[src/rtl/audio_i2s_ctrl.sv]
`timescale 1ns/1ps
// audio_i2s_ctrl: I2S master (64 BCLK/frame) with a one-entry playback buffer, an optional loopback path (AUDIO_I2S_LOOPBACK_EN), and a record deserialiser.
// A pair is sent in the frame after the wrap that loads it, and the record pair is presented at frame end. pb_ready is low while the buffer is full; record output has no backpressure.
module audio_i2s_ctrl #(
  parameter int BCLK_DIV = 16,
  parameter int SAMPLE_W = 24
) (
  input  logic                aclk,
  input  logic                aresetn,
  input  logic                en,
  input  logic [SAMPLE_W-1:0] pb_left,
  input  logic [SAMPLE_W-1:0] pb_right,
  input  logic                pb_valid,
  output logic                pb_ready,
  output logic [SAMPLE_W-1:0] rec_left,
  output logic [SAMPLE_W-1:0] rec_right,
  output logic                rec_valid,
  output logic                pb_underrun,
  output logic                BCLK,
  output logic                PBLRCLK,
  output logic                RECLRCLK,
  output logic                PBDATA,
  input  logic                RECDAT
`ifdef AUDIO_I2S_LOOPBACK_EN
  ,
  input  logic                lpbk
`endif
);

  localparam logic [7:0] DIV_LAST = 8'(BCLK_DIV - 1);
  localparam logic [4:0] SW5      = 5'(SAMPLE_W);

  logic [7:0]          div_cnt;
  logic [5:0]          bit_cnt;
  logic                bclk_q;
  logic                lrclk_q;
  logic                pbdata_q;
  logic                buf_full;
  logic [SAMPLE_W-1:0] buf_l, buf_r;
  logic [SAMPLE_W-1:0] tx_l, tx_r;
  logic [SAMPLE_W-1:0] rec_sh_l, rec_sh_r;
  logic                sync1, sync2;

  logic                tc, rise, fall, wrap, frame_end;
  logic [5:0]          bit_nxt;
  logic                tx_slot, rx_slot, rec_bit;
  logic [SAMPLE_W-1:0] rec_sh_l_nxt, rec_sh_r_nxt;

  always_comb begin
    tc        = en && (div_cnt == DIV_LAST);
    rise      = tc && !bclk_q;
    fall      = tc && bclk_q;
    bit_nxt   = bit_cnt + 6'd1;
    wrap      = fall && (bit_cnt == 6'd63);
    frame_end = rise && (bit_cnt == 6'd63);
    // Transmit slot is judged on the position being entered; receive on the current one.
    tx_slot   = (bit_nxt[4:0] != 5'd0) && (bit_nxt[4:0] <= SW5);
    rx_slot   = rise && (bit_cnt[4:0] != 5'd0) && (bit_cnt[4:0] <= SW5);
`ifdef AUDIO_I2S_LOOPBACK_EN
    rec_bit   = lpbk ? pbdata_q : sync2;
`else
    rec_bit   = sync2;
`endif
    rec_sh_l_nxt = rec_sh_l;
    rec_sh_r_nxt = rec_sh_r;
    if (rx_slot && !bit_cnt[5]) rec_sh_l_nxt = {rec_sh_l[SAMPLE_W-2:0], rec_bit};
    if (rx_slot && bit_cnt[5])  rec_sh_r_nxt = {rec_sh_r[SAMPLE_W-2:0], rec_bit};
  end

  assign pb_ready = ~buf_full;
  assign BCLK     = bclk_q;
  assign PBLRCLK  = lrclk_q;
  assign RECLRCLK = lrclk_q;
  assign PBDATA   = pbdata_q;

  always_ff @(posedge aclk or negedge aresetn) begin
    if (!aresetn) begin
      div_cnt     <= '0;
      bit_cnt     <= '0;
      bclk_q      <= 1'b0;
      lrclk_q     <= 1'b0;
      pbdata_q    <= 1'b0;
      buf_full    <= 1'b0;
      buf_l       <= '0;
      buf_r       <= '0;
      tx_l        <= '0;
      tx_r        <= '0;
      rec_sh_l    <= '0;
      rec_sh_r    <= '0;
      rec_left    <= '0;
      rec_right   <= '0;
      rec_valid   <= 1'b0;
      pb_underrun <= 1'b0;
      sync1       <= 1'b0;
      sync2       <= 1'b0;
    end else begin
      rec_valid   <= 1'b0;
      pb_underrun <= 1'b0;
      sync1       <= RECDAT;
      sync2       <= sync1;

      // At the wrap the buffer is full, so no transfer can coincide with the drain.
      if (wrap && buf_full) begin
        buf_full <= 1'b0;
      end else if (pb_valid && !buf_full) begin
        buf_full <= 1'b1;
        buf_l    <= pb_left;
        buf_r    <= pb_right;
      end

      if (!en) begin
        div_cnt  <= '0;
        bit_cnt  <= '0;
        bclk_q   <= 1'b0;
        lrclk_q  <= 1'b0;
        pbdata_q <= 1'b0;
        tx_l     <= '0;
        tx_r     <= '0;
        rec_sh_l <= '0;
        rec_sh_r <= '0;
      end else begin
        div_cnt <= tc ? 8'd0 : div_cnt + 8'd1;
        if (tc) bclk_q <= ~bclk_q;

        if (fall) begin
          bit_cnt <= bit_nxt;
          lrclk_q <= bit_nxt[5];
          if (wrap) begin
            pbdata_q <= 1'b0;
            if (buf_full) begin
              tx_l <= buf_l;
              tx_r <= buf_r;
            end else begin
              tx_l        <= '0;
              tx_r        <= '0;
              pb_underrun <= 1'b1;
            end
          end else if (tx_slot && !bit_nxt[5]) begin
            {pbdata_q, tx_l} <= {tx_l, 1'b0};
          end else if (tx_slot) begin
            {pbdata_q, tx_r} <= {tx_r, 1'b0};
          end else begin
            pbdata_q <= 1'b0;
          end
        end

        rec_sh_l <= rec_sh_l_nxt;
        rec_sh_r <= rec_sh_r_nxt;
        if (frame_end) begin
          rec_left  <= rec_sh_l_nxt;
          rec_right <= rec_sh_r_nxt;
          rec_valid <= 1'b1;
        end
      end
    end
  end

endmodule

[config.mk]
export PLATFORM = sky130hd
export DESIGN_NAME = audio_i2s_ctrl
export DESIGN_NICKNAME = d
export VERILOG_FILES = /design/src/rtl/audio_i2s_ctrl.sv
export SDC_FILE = /design/constraint.sdc
export NUM_CORES = 1
export LEC_CHECK = 0
export ABC_AREA = 1
export CAP_MARGIN = 5
export CORE_UTILIZATION = 56
export DETAILED_ROUTE_END_ITERATION = 10
export PLACE_DENSITY = 0.79
export SYNTH_ARGS = -nofsm -noshare
export SYNTH_HDL_FRONTEND = slang
export SYNTH_SLANG_ARGS = --single-unit
[constraint.sdc]
create_clock -name aclk -period 2.17 [get_ports aclk]
set_input_delay 0.434 -clock aclk [delete_from_list [all_inputs] [get_ports aclk]]
set_output_delay 0.434 -clock aclk [all_outputs]
set_load 0.1 [all_outputs]
==> results.cfg <==
[critical_path]
arrival_ns = 2.40
critical_path_class = reg2reg
critPathMaxStageDelay_ns = 0.38
cp_num_cells = 11
path_cells = ha_2 > nand3_2 > buf_4 > nor3_4 > nand2_2 > nor2_4 > buf_4 > buf_12 > nand3_1 > nand3_1 > nand2_1
r2r_cells = 11
crit_buf_inv = 3
path_delay_family = simple AND/OR/NAND/NOR gates
critPathCaptureType = flop
path_max_fanout = 23
cpMaxStageDelayCell = dfrtp_1
critPathRequiredTime_ns = 2.55
startpoint_type = flop
rrSetupSlack_ns = 0.15

[placed_design]
dp_hpwl_um = 12800
place_ws_ns = -0.114
numPortBuffers = 107
place_congestion = 0.838

[clock_network]
cts_max_path_buffers = 3
cts_buffers = 22
clkSinkCount = 213
insertion_delay_ns = 0.50
cts_tree = built
cts_max_level = 1
clk_pin_slew_ns = 0.06
cts-root-buf = clkbuf_16

[floorplanning]
die_h_um = 132
fp.coreArea_um2 = 16600
die_width_um = 132
io_pins = 108
start_util = 0.575
dieArea_um2 = 17600
std_cell_rows = 47

[global_route]
grt_overflow = 0
grt_max_degree = 54
grt_pass1_vias = 7452
grt_pass1_wl_um = 34500
antenna_found_initial = 0
grt_usage = 0.236

[timing]
slew_viol_final = 0
maxSlewHeadroom = 0.635
finalCritPeriodShare = 0.933
timing.final.ws_setup_ns = 0.145
hold_viol_final = 0
setup_viol = 0
timing.fmax_ghz = 0.494
max_slew.worst_pin.slew_ns = 0.544
fin_skew_ns = 0.0100
fin_crit_ns = 2.02

[synthesis]
synth_edf_count = 0
yosysTopAreaCellShare = 0.559
mappedNetlistArea_um2 = 9540
ys_warn_count = 0
synthCells = 1118
ys.flop_type = dfrtp_1
post-synth-top-area-cell = dfrtp_1
yosysMostFrequentCell = nand2_1
syn-num-nets = 1175
async_flop_share = 1.00
synth_area_leaders = dfrtp_1 56%, nand2_1 18%, mux2_2 5.7%
ys_types = 32
synth_common_cells = 460 x nand2_1, 213 x dfrtp_1, 104 x nand3_1
yosysSeqAreaShare = 0.559
synth_seq_cells = 213
postSynthAreaPerCell_um2 = 8.53

[pwr]
fin_total_pwr_mw = 7.89
vdd_ir_drop_max_uv = 560
p_leak_nw = 6.43
p_per_area_nw_per_um2 = 670

[cells_and_area]
fillers = 1247
num-nets-final = 1297
diodes = 0
drive_gt1_frac = 0.165
area_growth_syn_to_layout_pct = 23.5

[detailed_routing]
firstDrtPassIters = 5
vias_per_cell = 5.20
drc_errors = 0
vias = 7669
drt_iter0_markers = 543
wl_per_cell_um = 13.6
ant_nets = 0
drt_wl_total_um = 20100

[hold_path]
hold_class = in2async

[status]
status = complete, no violations

[flow_run]
cap_viol_max_count = 0
registers in the layout (all words and copies together), names as in the netlist:
register	flops
rec_sh_r	24
tx_r	24
rec_left	24
bit_cnt	6
rec_bit	1
buf_l	24
rec_sh_l	24
tx_l	24
rec_valid	1
BCLK	1
rec_right	24
buf_full	1
pb_underrun	1
sync1	1
div_cnt	8
PBDATA	1
buf_r	24
cell type report:
cell class / instances / area [um^2] / area share
inverters: 76 / 285 / 0.0242
clock buffers: 35 / 641 / 0.0544
repair buffers: 156 / 1520 / 0.129
multi-input cells: 771 / 3680 / 0.313
flip-flops and latches: 213 / 5330 / 0.453
well taps: 220 / 275 / 0.0234
clock inverters: 3 / 40.0 / 0.00340
repair_timing:
action / in CTS / in global routing
setup buffers: 0 / 3
gates resized for setup: 1 / 11
gates cloned: 0 / 2
hold buffers: 1 / 0
endpoints found under the setup margin: 23 / 119
endpoints found under the hold margin: 18 / 0
pin swaps: 0 / 2
power by group:
part	total, mW	leakage (nW)	internal [mW]	switching [mW]
logic	0.299	3.14	0.131	0.168
clock network	3.60	0.332	2.13	1.47
registers	3.98	2.96	3.98	0.00495
total	7.89	6.43	6.24	1.65
layer usage:
layer,global-route usage,vias up,routed length (um)
li1,-,3771,-
met1,0.325,3660,9080
met2,0.403,208,9780
met3,0.0291,30,968
met4,0.0530,0,269
met5,0,-,0
final timing paths:
path / from / end
max in group asynchronous: aresetn / bit_cnt[5]
min reg2reg: sync1 / rec_bit
min in group aclk: RECDAT / sync1
max: div_cnt[0] / rec_right[16]
max reg2reg: div_cnt[0] / rec_right[16]
min: aresetn / rec_right[10]
metrics by stage:
| stage | area (um^2) | std cells | hold WS [ns] | utilization | TNS [ns] |
|---|---|---|---|---|---|
| after floorplan | 9540 | 1118 | 0.138 | - | 0 |
| after global placement | 11000 | 1430 | 0.324 | 0.664 | -3.10 |
| after detailed placement | 11000 | 1430 | 0.327 | 0.664 | -4.98 |
| after CTS | 11700 | 1469 | 0.365 | 0.706 | 0 |
| after global routing | 11800 | 1474 | 0.388 | 0.710 | -0.116 |
| final | 11800 | 1474 | 0.377 | 0.710 | 0 |
cells in the final DEF (no fill, tap or decap), drive strengths merged:
master,n
mux2,48
nor3b,2
o21ai,54
nand3b,1
clkdlybuf4s50,51
buf,102
nor3,3
xor2,2
xnor2,1
clkinv,2
nand4,2
nor2,65
o22ai,4
nand3,106
clkbuf,37
a21oi,13
bufinv,1
and3,2
ha,4
a31oi,1
dfrtp,213
nand2,463
inv,76
dlygate4sd3,1
cell families after synthesis:
kind of cell / share of synthesized area
multiplexers: 0.0567
XOR/XNOR: 0.00354
AND/OR/NAND/NOR: 0.276
buffers and inverters: 0.0602
flip-flops: 0.559
AO/OA/AOI/OAI: 0.0398
adder cells (fa/ha/maj): 0.00525
Power figures use the tool's default switching activity.
